$ cat src/rtl/matrix_inst_sequencer_pkg.sv
// Shared constants for the 2x2 matrix processor feeder: FSM encodings,
// one-hot opcodes, instruction field positions and the timeout result word.
package matrix_pkg;

  localparam logic [2:0] ST_IDLE      = 3'd0;
  localparam logic [2:0] ST_FETCH     = 3'd1;
  localparam logic [2:0] ST_WAIT_MEM  = 3'd2;
  localparam logic [2:0] ST_ISSUE     = 3'd3;
  localparam logic [2:0] ST_WAIT_DONE = 3'd4;
  localparam logic [2:0] ST_WRITE     = 3'd5;
  localparam logic [2:0] ST_FIN       = 3'd6;

  localparam logic [4:0] OP_ADD  = 5'b00001;
  localparam logic [4:0] OP_SUB  = 5'b00010;
  localparam logic [4:0] OP_MUL  = 5'b00100;
  localparam logic [4:0] OP_TRAN = 5'b01000;
  localparam logic [4:0] OP_DET  = 5'b10000;

  localparam int unsigned OP_MSB = 60;
  localparam int unsigned OP_LSB = 56;
  localparam int unsigned LANE_W = 7;
  localparam int unsigned A_LSB  = 0;
  localparam int unsigned B_LSB  = 28;

  localparam logic [31:0] ERR_WORD_DEF = 32'hFFFF_FFFF;

  function automatic logic [4:0] opcode_of(input logic [63:0] word);
    return word[OP_MSB:OP_LSB];
  endfunction

endpackage

$ cat src/rtl/matrix_inst_sequencer_if.sv
// Memory and processor handshake bundle between the sequencer (master)
// and the instruction memory, processor and result memory (slave).
interface matrix_inst_sequencer_if #(
  parameter int unsigned ADDR_W = 8
);
  logic              im_rd;
  logic [ADDR_W-1:0] im_addr;
  logic [63:0]       im_rdata;
  logic              inst_valid;
  logic [63:0]       p_rdata;
  logic              done;
  logic [31:0]       p_wdata;
  logic              rm_we;
  logic [ADDR_W-1:0] rm_addr;
  logic [31:0]       rm_wdata;

  modport master (
    output im_rd, im_addr, inst_valid, p_rdata, rm_we, rm_addr, rm_wdata,
    input  im_rdata, done, p_wdata
  );

  modport slave (
    input  im_rd, im_addr, inst_valid, p_rdata, rm_we, rm_addr, rm_wdata,
    output im_rdata, done, p_wdata
  );
endinterface

$ cat src/rtl/matrix_inst_sequencer_seq_watchdog.sv
// Per-instruction watchdog: cleared on issue, counts while waiting for done,
// expires on the TIMEOUT_CYC-th waiting cycle.
module seq_watchdog #(
  parameter int unsigned TIMEOUT_CYC = 16
) (
  input  logic clk,
  input  logic rst,
  input  logic clear,
  input  logic enable,
  output logic expire
);
  localparam int unsigned W = $clog2(TIMEOUT_CYC) + 1;

  logic [W-1:0] cnt;

  always_ff @(posedge clk or negedge rst) begin
    if (!rst)                    cnt <= '0;
    else if (clear)              cnt <= '0;
    else if (enable && !expire)  cnt <= cnt + W'(1);
  end

  assign expire = enable && (cnt == W'(TIMEOUT_CYC - 1));
endmodule

$ cat src/rtl/matrix_inst_sequencer.sv
// Walks instruction memory, issues each word to the matrix processor and
// stores its result; build option PERF_CNT_EN enables the busy-cycle counter.
module matrix_inst_sequencer
  import matrix_pkg::*;
#(
  parameter int unsigned ADDR_W      = 8,
  parameter int unsigned TIMEOUT_CYC = 16,
  parameter logic [31:0] ERR_WORD    = ERR_WORD_DEF
) (
  input  logic                  clk,
  input  logic                  rst,
  input  logic                  start,
  input  logic [ADDR_W-1:0]     inst_count,
  output logic                  busy,
  output logic                  finish,
  output logic [7:0]            err_cnt,
  output logic [31:0]           cycle_cnt,
  matrix_inst_sequencer_if.master bus
);
  logic [2:0]        state, state_nxt;
  logic [ADDR_W-1:0] count, idx, last_idx;
  logic              wd_expire;
  logic              im_rd_q, inst_valid_q, rm_we_q;
  logic [63:0]       p_rdata_q;
  logic [31:0]       rm_wdata_q;

  assign last_idx = count - ADDR_W'(1);

  seq_watchdog #(.TIMEOUT_CYC(TIMEOUT_CYC)) u_wd (
    .clk    (clk),
    .rst    (rst),
    .clear  (state == ST_ISSUE),
    .enable (state == ST_WAIT_DONE),
    .expire (wd_expire)
  );

  always_comb begin
    state_nxt = state;
    case (state)
      ST_IDLE:      if (start) state_nxt = (inst_count == '0) ? ST_FIN : ST_FETCH;
      ST_FETCH:     state_nxt = ST_WAIT_MEM;
      ST_WAIT_MEM:  state_nxt = ST_ISSUE;
      ST_ISSUE:     state_nxt = ST_WAIT_DONE;
      ST_WAIT_DONE: if (bus.done || wd_expire) state_nxt = ST_WRITE;
      ST_WRITE:     state_nxt = (idx == last_idx) ? ST_FIN : ST_FETCH;
      ST_FIN:       state_nxt = ST_IDLE;
      default:      state_nxt = ST_IDLE;
    endcase
  end

  // Strobes are registered from the next state so they are high in the
  // cycle the FSM sits in that state; finish fires on leaving FIN.
  always_ff @(posedge clk or negedge rst) begin
    if (!rst) begin
      state        <= ST_IDLE;
      count        <= '0;
      idx          <= '0;
      busy         <= 1'b0;
      finish       <= 1'b0;
      err_cnt      <= '0;
      im_rd_q      <= 1'b0;
      inst_valid_q <= 1'b0;
      rm_we_q      <= 1'b0;
      p_rdata_q    <= '0;
      rm_wdata_q   <= '0;
    end else begin
      state        <= state_nxt;
      busy         <= (state_nxt != ST_IDLE);
      finish       <= (state == ST_FIN);
      im_rd_q      <= (state_nxt == ST_FETCH);
      inst_valid_q <= (state_nxt == ST_ISSUE);
      rm_we_q      <= (state_nxt == ST_WRITE);
      case (state)
        ST_IDLE: if (start) begin
          count   <= inst_count;
          idx     <= '0;
          err_cnt <= '0;
        end
        ST_WAIT_MEM: p_rdata_q <= bus.im_rdata;
        ST_WAIT_DONE: begin
          if (bus.done) begin
            rm_wdata_q <= bus.p_wdata;
          end else if (wd_expire) begin
            rm_wdata_q <= ERR_WORD;
            if (err_cnt != 8'hFF) err_cnt <= err_cnt + 8'd1;
          end
        end
        ST_WRITE: if (idx != last_idx) idx <= idx + ADDR_W'(1);
        default: ;
      endcase
    end
  end

  assign bus.im_rd      = im_rd_q;
  assign bus.im_addr    = idx;
  assign bus.inst_valid = inst_valid_q;
  assign bus.p_rdata    = p_rdata_q;
  assign bus.rm_we      = rm_we_q;
  assign bus.rm_addr    = idx;
  assign bus.rm_wdata   = rm_wdata_q;

`ifdef PERF_CNT_EN
  logic [31:0] perf_q;
  always_ff @(posedge clk or negedge rst) begin
    if (!rst)                            perf_q <= '0;
    else if (state == ST_IDLE && start)  perf_q <= '0;
    else if (busy)                       perf_q <= perf_q + 32'd1;
  end
  assign cycle_cnt = perf_q;
`else
  assign cycle_cnt = '0;
`endif

endmodule

$ cat src/flat_wrapper.sv
// flat-port wrapper written by rule: the top's interface ports become plain ports
module matrix_inst_sequencer_flat import matrix_pkg::*;
#(
  parameter int unsigned ADDR_W      = 8,
  parameter int unsigned TIMEOUT_CYC = 16,
  parameter logic [31:0] ERR_WORD    = ERR_WORD_DEF
)
  (clk, rst, start, inst_count, busy, finish, err_cnt, cycle_cnt, bus_im_rd, bus_im_addr, bus_inst_valid, bus_p_rdata, bus_rm_we, bus_rm_addr, bus_rm_wdata, bus_im_rdata, bus_done, bus_p_wdata);
  matrix_inst_sequencer_if #(.ADDR_W(ADDR_W)) bus_i ();
  input  logic clk;
  input  logic rst;
  input  logic start;
  input  logic [ADDR_W-1:0] inst_count;
  output logic busy;
  output logic finish;
  output logic [7:0] err_cnt;
  output logic [31:0] cycle_cnt;
  output wire logic [$bits(bus_i.im_rd)-1:0] bus_im_rd;
  output wire logic [$bits(bus_i.im_addr)-1:0] bus_im_addr;
  output wire logic [$bits(bus_i.inst_valid)-1:0] bus_inst_valid;
  output wire logic [$bits(bus_i.p_rdata)-1:0] bus_p_rdata;
  output wire logic [$bits(bus_i.rm_we)-1:0] bus_rm_we;
  output wire logic [$bits(bus_i.rm_addr)-1:0] bus_rm_addr;
  output wire logic [$bits(bus_i.rm_wdata)-1:0] bus_rm_wdata;
  input wire logic [$bits(bus_i.im_rdata)-1:0] bus_im_rdata;
  input wire logic [$bits(bus_i.done)-1:0] bus_done;
  input wire logic [$bits(bus_i.p_wdata)-1:0] bus_p_wdata;
  assign bus_im_rd = bus_i.im_rd;
  assign bus_im_addr = bus_i.im_addr;
  assign bus_inst_valid = bus_i.inst_valid;
  assign bus_p_rdata = bus_i.p_rdata;
  assign bus_rm_we = bus_i.rm_we;
  assign bus_rm_addr = bus_i.rm_addr;
  assign bus_rm_wdata = bus_i.rm_wdata;
  assign bus_i.im_rdata = bus_im_rdata;
  assign bus_i.done = bus_done;
  assign bus_i.p_wdata = bus_p_wdata;
  matrix_inst_sequencer #(.ADDR_W(ADDR_W), .TIMEOUT_CYC(TIMEOUT_CYC), .ERR_WORD(ERR_WORD)) u_core (.clk(clk), .rst(rst), .start(start), .inst_count(inst_count), .busy(busy), .finish(finish), .err_cnt(err_cnt), .cycle_cnt(cycle_cnt), .bus(bus_i));
endmodule
$ cat config.mk
export PLATFORM = sky130hd
export DESIGN_NAME = matrix_inst_sequencer_flat
export DESIGN_NICKNAME = d
export VERILOG_FILES = /design/src/rtl/matrix_inst_sequencer_pkg.sv /design/src/rtl/matrix_inst_sequencer_if.sv /design/src/rtl/matrix_inst_sequencer_seq_watchdog.sv /design/src/rtl/matrix_inst_sequencer.sv /design/src/flat_wrapper.sv
export SDC_FILE = /design/constraint.sdc
export NUM_CORES = 1
export LEC_CHECK = 0
export ABC_CLOCK_PERIOD_IN_PS = 2800
export CORE_AREA = 2 2 121 123
export CTS_CLUSTER_SIZE = 10
export DETAILED_ROUTE_END_ITERATION = 12
export DIE_AREA = 0 0 123 125
export PLACE_DENSITY = 0.89
export SETUP_SLACK_MARGIN = 0.5
export SYNTH_ARGS = -nofsm -noshare
export SYNTH_HDL_FRONTEND = slang
export SYNTH_SLANG_ARGS = --single-unit
$ cat constraint.sdc
create_clock -name clk -period 2.8 [get_ports clk]
set_input_delay 0.56 -clock clk [delete_from_list [all_inputs] [get_ports clk]]
set_output_delay 0.56 -clock clk [all_outputs]
set_load 0.005 [all_outputs]
==> results of run 1 <==
==> flip-flops by register name, indices dropped and copies added (netlist names), 3 cells and up <==
register and count:
u_core.count 8, u_core.u_wd.cnt 5, u_core.err_cnt 8, u_core.bus.im_addr 8, u_core.bus.rm_wdata 32, u_core.state 3
u_core.bus.p_rdata 64
==> worst max path at each step <==
stage / end / from / slack (ns)
2_1_floorplan: u_core.bus.im_addr[3]$_DFFE_PN0P_ / u_core.count[0]$_DFFE_PN0P_ / 0.69
3_3_place_gp: u_core.bus.im_addr[3]$_DFFE_PN0P_ / u_core.count[0]$_DFFE_PN0P_ / 0.45
3_5_place_dp: u_core.bus.im_addr[3]$_DFFE_PN0P_ / u_core.count[0]$_DFFE_PN0P_ / 0.40
4_1_cts: u_core.bus.im_addr[1]$_DFFE_PN0P_ / u_core.count[0]$_DFFE_PN0P_ / 0.51
5_1_grt: u_core.bus.im_addr[3]$_DFFE_PN0P_ / u_core.count[1]$_DFFE_PN0P_ / 0.41
6_report: u_core.bus.im_addr[1]$_DFFE_PN0P_ / u_core.count[1]$_DFFE_PN0P_ / 0.52
==> area by class of cell <==
| cell class | count | area [µm²] |
|---|---|---|
| inverter | 11 | 41.3 |
| tap | 184 | 230 |
| timing repair buffer | 244 | 2430 |
| sequential | 133 | 3330 |
| clock buffer | 21 | 470 |
| clock inverter | 9 | 128 |
| fill | 1082 | 5360 |
| multi-input combinational | 296 | 2210 |
==> report_power, final <==
group / total [mW] / leakage, nW / internal (mW) / switching (mW)
logic: 3.82 / 1.85 / 2.41 / 1.41
clock network: 2.25 / 0.287 / 1.46 / 0.791
registers: 3.36 / 1.60 / 2.78 / 0.579
==> logic make-up (layout without fill, tap and decap cells) <==
| family | count (synthesis) | in the layout | share of synthesized area |
|---|---|---|---|
| AO/OA/AOI/OAI | 69 | 70 | 0.0940 |
| XOR/XNOR | 12 | 12 | 0.0181 |
| adder cells (fa/ha/maj) | 5 | 5 | 0.0108 |
| buffers and inverters | 75 | 285 | 0.0766 |
| flip-flops | 133 | 133 | 0.574 |
| multiplexers | 72 | 72 | 0.138 |
| other | 1 | 32 | 0.000646 |
| AND/OR/NAND/NOR | 105 | 105 | 0.0880 |
==> cells in the mapped netlist (2+ instances only) <==
| cell | number |
|---|---|
| a21o_1 | 2 |
| a21oi_1 | 5 |
| a221oi_1 | 2 |
| a31oi_1 | 4 |
| and2_1 | 3 |
| and3_1 | 7 |
| buf_2 | 4 |
| buf_4 | 40 |
| clkbuf_1 | 19 |
| dfrtp_1 | 133 |
| ha_1 | 5 |
| inv_1 | 10 |
| mux2_1 | 40 |
| mux2_2 | 24 |
| mux2i_1 | 8 |
| nand2_1 | 41 |
| nand2b_1 | 5 |
| nand3_1 | 7 |
| nand4_1 | 7 |
| nor2_1 | 20 |
| nor3_1 | 5 |
| nor4_1 | 2 |
| o211ai_1 | 2 |
| o21ai_0 | 7 |
| o22a_1 | 31 |
| or4_1 | 2 |
| xnor2_1 | 3 |
| xor2_1 | 9 |
==> timing repair <==
item	CTS	global route
gates resized for setup	1	11
cloned	0	1
hold buffers	0	0
setup buffers	0	5
endpoints found under the setup margin	11	12
pin swaps	1	2
==> layer usage <==
metal,share of wire,vias to the layer above,wire length (µm)
li1,-,2064,-
met1,0.38,2218,5730
met2,0.51,194,7630
met3,0.082,33,1240
met4,0.025,0,374
met5,0,-,0
==> worst max-delay path: stages, from the launching register on <==
cell	delay [ns]
dfrtp_1	0.40
inv_2	0.10
ha_4	0.14
or3b_4	0.40
nor4_4	0.16
o2111ai_2	0.20
a311o_2	0.46
nand2_2	0.14
mux2i_1	0.19
==> summary.md, run 1 <==
| Metric | Value |
|---|---|
| Status | finished clean |
| Total power | 9.43 mW |
| 1st-iter DRT viols | 231 |
| Setup WS pre-CTS | 0.399 ns |
| Placed cell count | 862 |
| DIE HEIGHT | 125 µm |
| Synth-to-Final Area Change | 52.4% |
| Share of post-route cells with drive strength above 1 | 0.113 |
| Worst-path clk slew | 0.06 ns |
| Gate Count Post-Synth | 472 |
| Met2 global-route usage | 0.337 |
| Post-DP HPWL | 10400 µm |
| FMAX | 439 MHz |
| Hold WS | 0.102 ns |
| Sequential area share after synthesis | 0.574 |
| Period utilization | 0.814 |
| First-pass GRT wire length | 23700 µm |
| Avg Vias per Cell | 5.02 |
| Reg2Reg Setup Slack | 0.52 ns |
| P per Cell Area | 1070 mW/mm² |
| # DRC | 0 |
| Maximum number of pins on one net before global-route repair | 67 |
| Total leakage power | 3.73 nW |
| Drt wl/cell | 16.7 µm |
| H-tree depth | 4 |
| Seq cells post-synth | 133 |
| Total gr overflow | 0 |
| Initial core utilization | 0.408 |
| Vias | 4509 |
| # nets final | 816 |
| Primary FF master, synth | dfrtp_1 |
| Tightest Hold Check Type | primary input to async pin |
| Post-Syn Area | 0.00580 mm² |
| Reg2reg start | u_core.count[1]$_DFFE_PN0P_ |
| Critical Path RT | 3.12 ns |
| Worst skew pair latency | 0.41 ns |
| Worst Skew | 0.00555 ns |
| RR Endpoint | u_core.bus.im_addr[1]$_DFFE_PN0P_ |
| Via count of the first global-routing pass | 4703 |
| Area of the core | 0.0142 mm² |
| Rel. slew slack | 0.615 |
| Sink Count | 133 |
| Critical path type | flip-flop to flip-flop |
| First-pass DRT Iterations | 4 |
| Setup TNS | 0 ns |
| RSZ-0062 raised after global routing | true |
| Met3 GRT Util | 0.0803 |
| Fin cells | 898 |
| Ports | 265 |
| Met1 Track Usage GR | 0.226 |
| Routability Congestion | 0.813 |
| CTS Buf Count | 17 |
| Critical Path AT | 2.60 ns |
| Gr usage total | 0.199 |
| Syn Area/Cell | 12.3 µm² |
| Crit start category | flip-flop |
| Placed cell areas | 0.00815 mm² |
| Max-capacitance violation count | 0 |
| # rows | 44 |
| WL final | 15000 µm |
| Distinct cells, synth | 53 |
| Final Max Tran Viols | 0 |
| Initial antenna violation count | 0 |
| Die width | 123 µm |
| Antenna Cells | 0 |
| Port buffer count | 232 |
| Reg2reg path depth | 8 |
| Core Util, Final | 0.622 |
| Hold Vio Cnt, Final | 0 |
| Crit end category | flip-flop |
| Commonest non-fill, non-tap cell in the layout | clkdlybuf4s50_1 |
| Synth async-reset ratio | 1.00 |
| Most frequent cells in the layout | clkdlybuf4s50_1, dfrtp_1, nand2_1 |
| Number of routed nets with antenna violations | 0 |
| Post-Layout Inst Area | 0.00884 mm² |
| Synth top area share | 0.574 |
| Max Buffers Root-to-Sink | 2 |
| Die Footprint | 0.0154 mm² |
| Post-route minimum period | 2.28 ns |
| Synth top area cells | dfrtp_1, mux2_1, buf_4, o22a_1, mux2_2 |
| Slew @ Worst Pin | 0.576 ns |
| Final setup viols | 0 |
| Ys Warns | 0 |
| Busiest layer in global routing | met2 |
| Max Fanout on Critical Path | 5 |
| VDD IR max | 0.612 mV |
| Final worst slack | 0.522 ns |
| Yosys top cell by area | dfrtp_1 |
| CTS tree | yes |
| CTS root buf | clkbuf_16 |
| EDFF count, synth | 0 |
Note: power is estimated with default switching activity, not from simulation.
==> run 2: changes to the inputs <==
- ABC_CLOCK_PERIOD_IN_PS: 2800 -> 2050
- CORE_AREA: 2 2 121 123 -> 2 2 127 129
- DIE_AREA: 0 0 123 125 -> 0 0 129 131
- PLACE_DENSITY: 0.89 -> 0.85
- clock period: 2.8 -> 2.05 ns (I/O delays scaled with it)
==> run 2 against run 1 <==
  * The flow now finishes with violations (negative setup slack)
  * Non-clock buffer count increased by 68
  * Core utilization increased by 0.81 points
  * Routed wire length increased by 19%
  * First-iteration DRC count increased by 35%
  * Hold slack improved by 0.38 ns
  * Clock-buffer cell count decreased by 3
  * Critical path depth unchanged
  * Fmax increased by 2.7%
  * Design area increased by 11%
  * Sequential power increased by 33%
  * Register-to-register slack got worse by 0.69 ns
  * Highest routed layer unchanged
  * Via count increased by 8.5%
==> summary.md, run 2 (synthesis gave the netlist of run 1 again) <==
| Metric | Value |
|---|---|
| Status | complete, but fails checks |
| Violated checks | negative setup slack |
| Final setup viols | 12 (+12) |
| Routability Congestion | 0.789 (-2.9%) |
| Period utilization | 1.08 (+0.269) |
| Setup TNS | -1.31 ns (-1.31 ns) |
| # rows | 46 (+4.5%) |
| Avg Vias per Cell | 4.89 (-2.6%) |
| Die Footprint | 0.0169 mm² (+9.9%) |
| Hold_sp | u_core.bus.p_rdata[7]$_DFFE_PN0P_ |
| # DRC | 0 (unchanged) |
| Comb power frac | 0.431 (+0.026) |
| Placed cell areas | 0.00840 mm² (+3.1%) |
| Maximum number of pins on one net before global-route repair | 49 (-27%) |
| Commonest non-fill, non-tap cell in the layout | dfrtp_1 |
| Die width | 129 µm (+4.9%) |
| Critical Path AT | 2.54 ns (-0.06 ns) |
| Number of routed nets with antenna violations | 0 (unchanged) |
| Area of the core | 0.0156 mm² (+9.8%) |
| Reg2reg start | u_core.count[1]$_DFFE_PN0P_ |
| Worst Skew | 0.0135 ns (+0.00796 ns) |
| Crit end category | flip-flop |
| Final Max Tran Viols | 0 (unchanged) |
| Ports | 265 (unchanged) |
| 1st-iter DRT viols | 313 (+35%) |
| First-pass DRT Iterations | 4 (unchanged) |
| Max reg flops | 64 (unchanged) |
| Register area | 0.00333 mm² (+0.11%) |
| Reg2reg path depth | 8 (unchanged) |
| Max-capacitance violation count | 0 (unchanged) |
| Post-Layout Inst Area | 0.00984 mm² (+11%) |
| FMAX | 451 MHz (+2.7%) |
| P_sw | 4.23 mW (+52%) |
| Via count of the first global-routing pass | 4964 (+5.5%) |
| Synth-to-Final Area Change | 69.6% |
| Internal Power | 9.10 mW (+37%) |
| RSZ-0062 raised after global routing | true |
| Share of post-route cells with drive strength above 1 | 0.269 (+0.156) |
| First-pass GRT wire length | 26000 µm (+9.7%) |
| Post-DP HPWL | 10600 µm (+1.8%) |
| Post-route minimum period | 2.22 ns (-0.0593 ns) |
| Antenna Cells | 0 (unchanged) |
| P per Cell Area | 1350 mW/mm² (+27%) |
| CTS Buf Count | 17 (unchanged) |
| Hold Vio Cnt, Final | 0 (unchanged) |
| Critical Path RT | 2.37 ns (-0.75 ns) |
| H-tree depth | 4 (unchanged) |
| Fin cells | 1000 (+11%) |
| # fillers | 1218 (+13%) |
| Core Util, Final | 0.631 (+0.00815) |
| Total power | 13.3 mW (+41%) |
| Total gr overflow | 0 (unchanged) |
| Most frequent cells in the layout | dfrtp_1, clkdlybuf4s50_1, dlygate4sd2_1 |
| Tightest Hold Check Type | flip-flop to flip-flop |
| Max Buffers Root-to-Sink | 2 (unchanged) |
| Sink Count | 133 (unchanged) |
| WL final | 17800 µm (+19%) |
| Worst-path clk slew | 0.06 ns (about the same) |
| Worst skew pair latency | 0.41 ns (about the same) |
| Placed cell count | 912 (+5.8%) |
| Initial core utilization | 0.372 (-0.0365) |
| Crit start category | flip-flop |
| Port buffer count | 232 (unchanged) |
| CTS root buf | clkbuf_16 |
| Final worst slack | -0.169 ns (-0.691 ns) |
| Max Fanout on Critical Path | 5 (unchanged) |
| Clk pwr share | 0.234 (-0.004) |
| Vias | 4892 (+8.5%) |
| DIE HEIGHT | 131 µm (+4.8%) |
| VDD IR max | 0.711 mV (+16%) |
| Worst hold path endpoint | u_core.bus.p_rdata[7]$_DFFE_PN0P_ |
| Total leakage power | 4.50 nW (+20%) |
| Area of the multi-input gates | 0.00247 mm² (+12%) |
| Reg power frac | 0.336 (-0.020) |
| Initial antenna violation count | 0 (unchanged) |
| RR Endpoint | u_core.bus.im_addr[5]$_DFFE_PN0P_ |
| Critical path type | flip-flop to flip-flop |
| CTS tree | yes |
| Gr usage total | 0.202 (+0.00288) |
| # nets final | 884 (+8.3%) |
| WHS Path Cells | 1 |
| Drt wl/cell | 17.8 µm (+6.6%) |
| Switch share | 0.317 (+0.0227) |
| Reg2Reg Setup Slack | -0.17 ns (-0.69 ns) |
run 2: how the worst max path moves through the flow:
stage,start,end
floorplan,u_core.count[0]$_DFFE_PN0P_,u_core.bus.im_addr[3]$_DFFE_PN0P_
global placement,u_core.count[0]$_DFFE_PN0P_,u_core.bus.im_addr[5]$_DFFE_PN0P_
detailed placement,u_core.count[0]$_DFFE_PN0P_,u_core.bus.im_addr[5]$_DFFE_PN0P_
CTS,u_core.count[1]$_DFFE_PN0P_,u_core.bus.im_addr[5]$_DFFE_PN0P_
global route,u_core.count[0]$_DFFE_PN0P_,u_core.bus.im_addr[5]$_DFFE_PN0P_
finish,u_core.count[1]$_DFFE_PN0P_,u_core.bus.im_addr[5]$_DFFE_PN0P_
run 2: layout make-up:
class                      instances  area share
clock buffer                      18      0.0447
clock inverter                    14      0.0168
inverter                          11     0.00445
multi-input combinational        296       0.251
sequential                       133       0.339
tap                              216      0.0275
timing repair buffer             312       0.317
run 2: what timing repair did:
item                                    CTS  global route
endpoints found under the setup margin  244            92
resized for setup                       223            53
setup buffers                            35            10
pin swaps                                26            22
hold buffers                              1             0
cloned                                    8             2
hold endpoints to repair                 46             0
run 2: power groups by stage:
stage	Sequential (mW)	Combinational (mW)	Clock, mW
detailed placement	4.52	5.25	0
global route	4.60	6.20	3.29
floorplan	4.54	2.26	0
CTS	4.43	5.19	3.17
finish	4.47	5.74	3.11
global placement	4.46	5.16	0
run 2: per-stage QoR:
step | setup WS [ns] | hold WS, ns
4_1_cts | -0.130 | 0.482
6_report | -0.169 | 0.478
2_1_floorplan | -0.0587 | 0.114
3_5_place_dp | -0.329 | 0.389
3_3_place_gp | -0.250 | 0.383
5_1_grt | -0.297 | 0.497
run 2: worst max-delay path, cell delays in order (launching register included):
cell and delay, ns:
dfrtp_1 0.38, inv_1 0.07, ha_2 0.17, or3b_4 0.41
nor4_4 0.16, o2111ai_2 0.17, a311o_2 0.40, nand4_1 0.14
mux2i_1 0.23
run 2: routing by layer:
metal | GRT usage | wire [µm] | vias to the layer above
met4 | 0.0659 | 342 | 0
met2 | 0.354 | 9070 | 215
met3 | 0.0745 | 1390 | 31
met1 | 0.230 | 6970 | 2433
met5 | 0 | 0 | -
li1 | - | - | 2213
==> run 3: changes to the inputs <==
- ABC_CLOCK_PERIOD_IN_PS: 2050 -> 2700
- CORE_AREA: 2 2 127 129 -> 2 2 117 119
- DIE_AREA: 0 0 129 131 -> 0 0 119 121
- PLACE_DENSITY: 0.85 -> 0.94
- clock period: 2.05 -> 2.7 ns (I/O delays scaled with it)
==> run 3 against run 2 <==
  * The run now ends clean
  * Non-clock buffer count shrank 65
  * Sequential share of layout area grew 3.7 points
  * Design area shrank 10%
  * First-iteration DRC count shrank 22%
  * Global-route usage grew 1.3 points
  * Routed wire length shrank 15%
  * Via count shrank 6.9%
  * Setup slack gained 0.53 ns
  * Combinational power shrank 29%
  * Clock skew shrank 0.0057 ns
  * Critical endpoint is now u_core.bus.im_addr[3]$_DFFE_PN0P_
  * Highest routed layer unchanged
==> summary.md, run 3 (synthesis gave the netlist of run 1 again) <==
| Metric | Value |
|---|---|
| DIE HEIGHT | 121 µm (-7.6%) |
| # rows | 42 (-8.7%) |
| Total power | 9.75 mW (-27%) |
| Antenna Cells | 0 (unchanged) |
| Critical path type | flip-flop to flip-flop |
| Post-DP HPWL | 10600 µm (+0.38%) |
| # DRC | 0 (unchanged) |
| # fillers | 874 (-28%) |
| Die width | 119 µm (-7.8%) |
| Commonest non-fill, non-tap cell in the layout | clkdlybuf4s50_1 |
| CTS tree | yes |
| CTS root buf | clkbuf_16 |
| Area of the core | 0.0131 mm² (-16%) |
| Port buffer count | 232 (unchanged) |
| Worst-path clk slew | 0.06 ns (about the same) |
| Final Max Tran Viols | 0 (unchanged) |
| Setup TNS | 0 ns (+1.31 ns) |
| Rel. slew slack | 0.578 |
| Post-Layout Inst Area | 0.00885 mm² (-10%) |
| Drt wl/cell | 16.9 µm (-4.6%) |
| Gr usage total | 0.215 (+0.0131) |
| Crit start category | flip-flop |
| Total gr overflow | 0 (unchanged) |
| Final setup viols | 0 (-12) |
| VDD IR max | 0.739 mV (+3.9%) |
| Routability Congestion | 0.800 (+1.4%) |
| # nets final | 819 (-7.4%) |
| First-pass DRT Iterations | 4 (unchanged) |
| Placed cell areas | 0.00813 mm² (-3.2%) |
| Worst skew pair latency | 0.41 ns (about the same) |
| Buf/Inv on CP | 2 (+1) |
| Max stage delay on crit path | 0.40 ns (about the same) |
| P per Cell Area | 1100 mW/mm² (-19%) |
| Vias | 4554 (-6.9%) |
| Number of routed nets with antenna violations | 0 (unchanged) |
| Ports | 265 (unchanged) |
| CP max-delay cell | dfrtp_1 |
| First-pass GRT wire length | 24300 µm (-6.3%) |
| Critical Path AT | 2.62 ns (+0.08 ns) |
| Crit end category | flip-flop |
| Status | finished clean |
| Hold Vio Cnt, Final | 0 (unchanged) |
| Tightest Hold Check Type | primary input to async pin |
| WL final | 15200 µm (-15%) |
| Synth-to-Final Area Change | 52.6% |
| Period utilization | 0.865 (-0.217) |
| Max reg flops | 64 (unchanged) |
| CP Cell Sequence | inv_2 -> ha_4 -> or3b_4 -> buf_6 -> o31a_1 -> o2111ai_2 -> a311o_2 -> nand4_1 -> mux2i_1 |
| Max Buffers Root-to-Sink | 2 (unchanged) |
| Slew @ Worst Pin | 0.633 ns |
| Sink Count | 133 (unchanged) |
| Share of post-route cells with drive strength above 1 | 0.124 (-0.145) |
| Most frequent cells in the layout | clkdlybuf4s50_1, dfrtp_1, nand2_1, mux2_1, conb_1 |
| Worst Skew | 0.00786 ns (-0.00566 ns) |
| RSZ-0062 raised after global routing | true |
| Avg Vias per Cell | 5.09 (+4.1%) |
| Max-capacitance violation count | 0 (unchanged) |
| CP top delay family | compound AO/OA/AOI/OAI gates |
| Critical Path RT | 2.99 ns (+0.62 ns) |
| Post-route minimum period | 2.34 ns (+0.117 ns) |
| Initial antenna violation count | 0 (unchanged) |
| Core Util, Final | 0.677 (+0.0460) |
| Maximum number of pins on one net before global-route repair | 78 (+59%) |
| Via count of the first global-routing pass | 4869 (-1.9%) |
| H-tree depth | 4 (unchanged) |
| Hold WS | 0.483 ns (+0.00468 ns) |
| Die Footprint | 0.0144 mm² (-15%) |
| FMAX | 428 MHz (-5.0%) |
| Total leakage power | 3.73 nW (-17%) |
| Initial core utilization | 0.443 (+0.0714) |
| CTS Buf Count | 17 (unchanged) |
| 1st-iter DRT viols | 244 (-22%) |
| Max Fanout on Critical Path | 5 (unchanged) |
-- run 3: layout make-up --
type                    count  area, µm²  share of cell area
flip-flops and latches    133       3330               0.376
well taps                 176        220              0.0249
repair buffers            247       2470               0.279
multi-input cells         296       2240               0.253
inverters                  11       41.3             0.00466
clock inverters            10        108              0.0122
clock buffers              21        450              0.0509
-- run 3: power by group --
group          total, mW  switching, mW  leakage [nW]  internal, mW
sequential          3.51          0.628          1.60          2.89
combinational       4.05           1.50          1.87          2.55
clock               2.19          0.823         0.268          1.37
-- run 3: worst paths after layout --
check / cells past startpoint / endpoint / from / slack (ns)
setup / recovery: 9 / u_core.bus.im_addr[3]$_DFFE_PN0P_ / u_core.count[1]$_DFFE_PN0P_ / 0.36
hold / removal: 2 / u_core.bus.p_rdata[51]$_DFFE_PN0P_ / rst / 0.48
setup reg to reg: 9 / u_core.bus.im_addr[3]$_DFFE_PN0P_ / u_core.count[1]$_DFFE_PN0P_ / 0.36
hold reg to reg: 1 / u_core.bus.p_rdata[48]$_DFFE_PN0P_ / u_core.bus.p_rdata[48]$_DFFE_PN0P_ / 0.48
max in group asynchronous: 3 / u_core.bus.p_rdata[33]$_DFFE_PN0P_ / rst / 1.37
min in group clk: 1 / u_core.bus.p_rdata[48]$_DFFE_PN0P_ / u_core.bus.p_rdata[48]$_DFFE_PN0P_ / 0.48
-- run 3: metrics by stage --
step	worst slack, ns	instances
4_1_cts	0.384	892
3_3_place_gp	0.384	853
5_1_grt	0.295	894
2_1_floorplan	0.591	503
3_5_place_dp	0.263	853
6_report	0.364	894
-- run 3: worst register-to-register path, delay by kind of cell (launching register included) --
kind	cells	cell delay, ns
DFF	1	0.40
buffers and inverters	2	0.22
AOI/OAI and AO/OA	3	0.74
muxes	1	0.16
and+or+nand+nor	2	0.54
adders and majority gates	1	0.14
-- run 3: repair_timing --
| action | in CTS | in global routing |
|---|---|---|
| buffers inserted | 6 | 2 |
| pin swaps | 11 | 8 |
| hold buffers | 1 | 0 |
| setup endpoints to repair | 12 | 13 |
| hold endpoints to repair | 6 | 0 |
| gates cloned | 1 | 0 |
| gates resized for setup | 12 | 9 |
-- run 3: routing by layer --
metal  global-route usage  wire length [µm]  vias to the layer above
met3               0.0836              1310                       32
met5                    0                 0                        -
met4               0.0863               324                        0
li1                     -                 -                     2071
met2                0.377              7880                      221
met1                0.234              5630                     2230
